**src/rtl/sigmoid_pipelined.sv**
```systemverilog
// Four-stage fixed-point logistic sigmoid (PLAN piecewise-linear, odd symmetry).
// Q3.12 signed in, Q4.12 unsigned out, one sample per clock, no backpressure.
module sigmoid_pipelined (
    input  logic        clk,
    input  logic        rst,
    input  logic        valid_in,
    input  logic [15:0] data_in,
    output logic        valid_out,
    output logic [15:0] data_out
);

    logic [3:0]  vld_q;
    logic        s1_q, s2_q;
    logic [14:0] a1_q, a_d;
    logic [12:0] y2_q, y_d;
    logic [12:0] r3_q, r_d;
    logic [15:0] out_q;
    logic [15:0] neg;

    // -8.0 has no positive Q3.12 twin; pin it to the largest magnitude instead.
    always_comb begin
        neg = 16'd0 - data_in;
        a_d = data_in[14:0];
        if (data_in == 16'h8000)
            a_d = 15'h7FFF;
        else if (data_in[15])
            a_d = neg[14:0];
    end

    always_comb begin
        y_d = 13'(a1_q >> 2) + 13'h0800;
        if (a1_q >= 15'h5000)
            y_d = 13'h1000;
        else if (a1_q >= 15'h2600)
            y_d = 13'(a1_q >> 5) + 13'h0D80;
        else if (a1_q >= 15'h1000)
            y_d = 13'(a1_q >> 3) + 13'h0A00;
    end

    always_comb begin
        r_d = y2_q;
        if (s2_q)
            r_d = 13'h1000 - y2_q;
    end

    always_ff @(posedge clk or negedge rst) begin
        if (!rst) begin
            vld_q <= '0;
            s1_q  <= 1'b0;
            a1_q  <= '0;
            s2_q  <= 1'b0;
            y2_q  <= '0;
            r3_q  <= '0;
            out_q <= '0;
        end else begin
            vld_q <= {vld_q[2:0], valid_in};
            s1_q  <= data_in[15];
            a1_q  <= a_d;
            s2_q  <= s1_q;
            y2_q  <= y_d;
            r3_q  <= r_d;
            out_q <= {3'b000, r3_q};
        end
    end

    assign valid_out = vld_q[3];
    assign data_out  = out_q;

endmodule

```
**config.mk**
```make
export PLATFORM = sky130hd
export DESIGN_NAME = sigmoid_pipelined
export DESIGN_NICKNAME = d
export VERILOG_FILES = /design/src/rtl/sigmoid_pipelined.sv
export SDC_FILE = /design/constraint.sdc
export NUM_CORES = 1
export LEC_CHECK = 0
export CAP_MARGIN = 20
export CORE_MARGIN = 3
export CORE_UTILIZATION = 45
export CTS_CLUSTER_SIZE = 16
export DETAILED_ROUTE_END_ITERATION = 10
export PLACE_DENSITY = 0.7
export REMOVE_ABC_BUFFERS = 1
export SETUP_SLACK_MARGIN = 0.05
export SYNTH_ARGS = -nofsm -noshare
export SYNTH_HDL_FRONTEND = slang
export SYNTH_SLANG_ARGS = --single-unit
```
**constraint.sdc**
```tcl
create_clock -name clk -period 1.88 [get_ports clk]
set_input_delay 0.376 -clock clk [delete_from_list [all_inputs] [get_ports clk]]
set_output_delay 0.376 -clock clk [all_outputs]
set_load 0.05 [all_outputs]
```
==> summary.md <==
| Metric | Value |
|---|---|
| RSZ-0062 raised after global routing | `true` |
| DRT Pass-1 Iters | `4` |
| Internal | `0.002567 W` |
| Largest net degree at the start of global routing | `between 60 and 70` |
| Final setup violation count | `0` |
| Post-synth top flop | `dfrtp_1` |
| Hold Buf Count CTS | `0` |
| N_diodes | `0` |
| Crit Path Max Fanout | `3` |
| WS Path Type | `primary input to flop` |
| CTS clock-pin slew for the worst setup and hold paths | `70 ps` |
| Max cap viols | `0` |
| Seq/Total Area, Yosys | `0.5690` |
| Fin crit share | `0.9511` |
| WL met1 | `around 1.8 mm` |
| Post-synth ARST share | `1.000` |
| Max VDD drop | `between 0.5 and 0.6 mV` |
| GP Congestion | `0.8154` |
| Clock buffer depth | `2` |
| Register area | `1503 um2` |
| Number of global-route vias before repair | `1,858` |
| Routed len/inst | `12.51 um` |
| CTS tree | `built` |
| Slew Viols, Final | `0` |
| Initial Utilization | `0.4734` |
| Cts bufs inserted | `9` |
| Total clock sinks | `60` |
| Final ANT Viol Nets | `0` |
| Crit. End Element | `flop` |
| Combinational Power Share | `0.228` |
| Via count | `about 1,900` |
| Syn Inst Count | `around 230` |
| GR Util All Layers | `0.1589` |
| Status | `finished, final reports clean` |
| Final net count | `roughly 330` |
| Power, Total | `0.003663 W` |
| Switching Share | `0.2992` |
| Seq pwr share | `0.438` |
| IO Pins | `36` |
| Number of synthesized flops with an enable pin | `0` |
| CTS Root Cell | `clkbuf_8` |
| Row cnt | `27` |
| Min Hold Slack | `41.00 ps` |
| Die Wd | `82.58 um` |
| First-pass GRT wire length | `7.893 mm` |
| Slowest-stage cell, CP | `or4_4` |
| Leakage | `1.689 nW` |
| Highest routing layer actually used | `met4` |
| Place WS | `-424.9 ps` |
| Initial antenna violation count | `0` |
| Fill cell count | `~460` |
| Post-DP HPWL | `~3.3 mm` |
| Yosys reg bits | `60` |
| Cell area power density | `1019 nW/um2` |
| Synthesized cell area | `2639 um2` |
| Critical Path RT | `2100 ps` |
| Layout area overhead | `36.18%` |
| CTS H-Tree Depth | `3` |
| Fmax | `0.5593 GHz` |
| Gr ovfl total | `0` |
| WL met2 | `roughly 2.6 mm` |
| WL met3 | `281 um` |
| Post-layout min period | `1788 ps` |
| Netlist cell types | `45` |
| # DRC | `0` |
| Crit-path max cell delay | `500 ps` |
| Multi-input gate area | `1142 um2` |
| DIE AREA | `approximately 6800 um2` |
| Core Region | `5574 um2` |
| Layout Skew | `~11 ps` |
| Final Hold Viols | `0` |
| CP Cell Sequence | `clkdlybuf4s50_1 > or4_4 > buf_6 > o31a_1 > nor3_1 > a21oi_1` |
| PnR worst setup slack | `roughly 92 ps` |
| CP startpoint kind | `primary input` |
| Post-Route WL | `4.754 mm` |
| Clock group share of total power | `0.334` |
| Hold crit path type | `primary input to asynchronous set/reset pin` |
| # port buffers | `32` |
| Die height | `82.58 um` |
| DRT iter0 DRCs | `66` |
| Crit path DAT | `2000 ps` |
| Share of cells above drive strength 1 | `0.2468` |
| Ys Warns | `0` |
| Clock latency at the later pin of the worst-skew pair | `330 ps` |
| Syn Area/Cell | `about 11 um2` |
| P_sw | `0.001096 W` |
| Post-DR vias/cell | `5.129` |
layer usage:
layer  track usage  vias to the layer above
met3       0.05965                        8
met1        0.1470                      924
met5             0                        -
met2        0.2933                       56
met4       0.09314                        0
li1              -                      961
final cells by class:
cell class | instances | share of cell area
Sequential cell | 60 | 0.4182
Multi-Input combinational cell | 153 | 0.3179
Timing Repair Buffer | 68 | 0.1657
Clock buffer | 13 | 0.04979
Tap cell | 72 | 0.02507
Clock inverter | 3 | 0.01184
Inverter | 11 | 0.01149
critical path, delay by kind of cell:
family	cells	cell delay [ps]
AO/OA/AOI/OAI	2	370
buffers and inverters	2	570
AND/OR/NAND/NOR	2	680
path summary, 6_finish.rpt:
| kind | from | to | slack, ps | cells after the start |
|---|---|---|---|---|
| max | data_in[11] | a1_q[13] | 90 | 6 |
| min | rst | y2_q[10] | 40 | 2 |
| max reg2reg | a1_q[5] | y2_q[11] | 90 | 5 |
| min reg2reg | r3_q[12] | data_out[12] | 350 | 0 |
| max in group asynchronous | rst | a1_q[14] | 1600 | 2 |
| min in group clk | r3_q[12] | data_out[12] | 350 | 0 |
cell usage after synthesis (all sizes together) (2+ instances only):
| library cell | count | area share |
|---|---|---|
| ha | 10 | 0.047 |
| o41ai | 2 | 0.0095 |
| nand2 | 25 | 0.037 |
| nand2b | 3 | 0.0071 |
| or3 | 4 | 0.0095 |
| nor3 | 9 | 0.017 |
| a21oi | 8 | 0.015 |
| nor2 | 13 | 0.018 |
| o31a | 2 | 0.0066 |
| nor4 | 5 | 0.019 |
| or4 | 5 | 0.017 |
| o31ai | 3 | 0.0085 |
| nor2b | 2 | 0.0047 |
| xor2 | 8 | 0.027 |
| nand3 | 2 | 0.0038 |
| dfrtp | 60 | 0.57 |
| clkbuf | 5 | 0.0071 |
| a31oi | 2 | 0.0047 |
| buf | 5 | 0.012 |
| a221oi | 8 | 0.027 |
| inv | 11 | 0.016 |
| o21ai | 10 | 0.019 |
| a211oi | 5 | 0.014 |
| xnor2 | 10 | 0.033 |
flip-flops by register name (all words and copies together), names as in the netlist:
signal	cells
a1_q	15
data_out	13
r3_q	13
s1_q	1
s2_q	1
vld_q	4
y2_q	13
power groups by stage:
| stage | logic, W | registers [W] | clock network, W |
|---|---|---|---|
| after floorplan | 0.000265 | 0.00187 | 0 |
| after global placement | 0.000850 | 0.00162 | 0 |
| after detailed placement | 0.000865 | 0.00163 | 0 |
| after CTS | 0.000821 | 0.00160 | 0.00127 |
| after global routing | 0.000915 | 0.00163 | 0.00132 |
| final | 0.000835 | 0.00160 | 0.00122 |
repair_timing:
action	CTS	global route
setup buffers	0	1
pin swaps	3	9
gates cloned	0	1
gates resized for setup	22	19
endpoints found under the hold margin	0	0
endpoints found under the setup margin	29	19
cells in the final DEF (no fill, tap or decap), types with 4 or more instances in the layout:
cell and n:
inv_1 11, clkbuf_8 13, xor2_1 8, buf_4 34
nand2_1 24, dfrtp_1 59, ha_1 9, nor3_1 9
clkdlybuf4s50_1 11, o21ai_0 9, or3_1 4, dlymetal6s2s_1 5
a21oi_1 7, nor2_1 13, xnor2_1 10, dlygate4sd2_1 15
a221oi_1 7, or4_4 5
logic make-up (layout without fill, tap and decap cells):
| logic type | after synthesis | count (layout) | synth area share |
|---|---|---|---|
| flip-flops | 60 | 60 | 0.5690 |
| XOR/XNOR | 18 | 18 | 0.05974 |
| multiplexers | 1 | 1 | 0.003793 |
| buffers and inverters | 21 | 95 | 0.03509 |
| AO/OA/AOI/OAI | 48 | 48 | 0.1299 |
| adder cells (fa/ha/maj) | 10 | 10 | 0.04742 |
| other | 1 | 3 | 0.001421 |
| AND/OR/NAND/NOR | 73 | 73 | 0.1536 |
through the flow:
step / cells / cell area, um2 / util / setup TNS (ps)
after floorplan: 224 / 2595 / - / -1177
after global placement: 362 / 3268 / 0.5863 / -4598
after detailed placement: 362 / 3268 / 0.5863 / -5356
after CTS: 378 / 3511 / 0.6299 / 0
after global routing: 380 / 3593 / 0.6447 / 0
final: 380 / 3593 / 0.6447 / 0
Power figures use the tool's default switching activity.
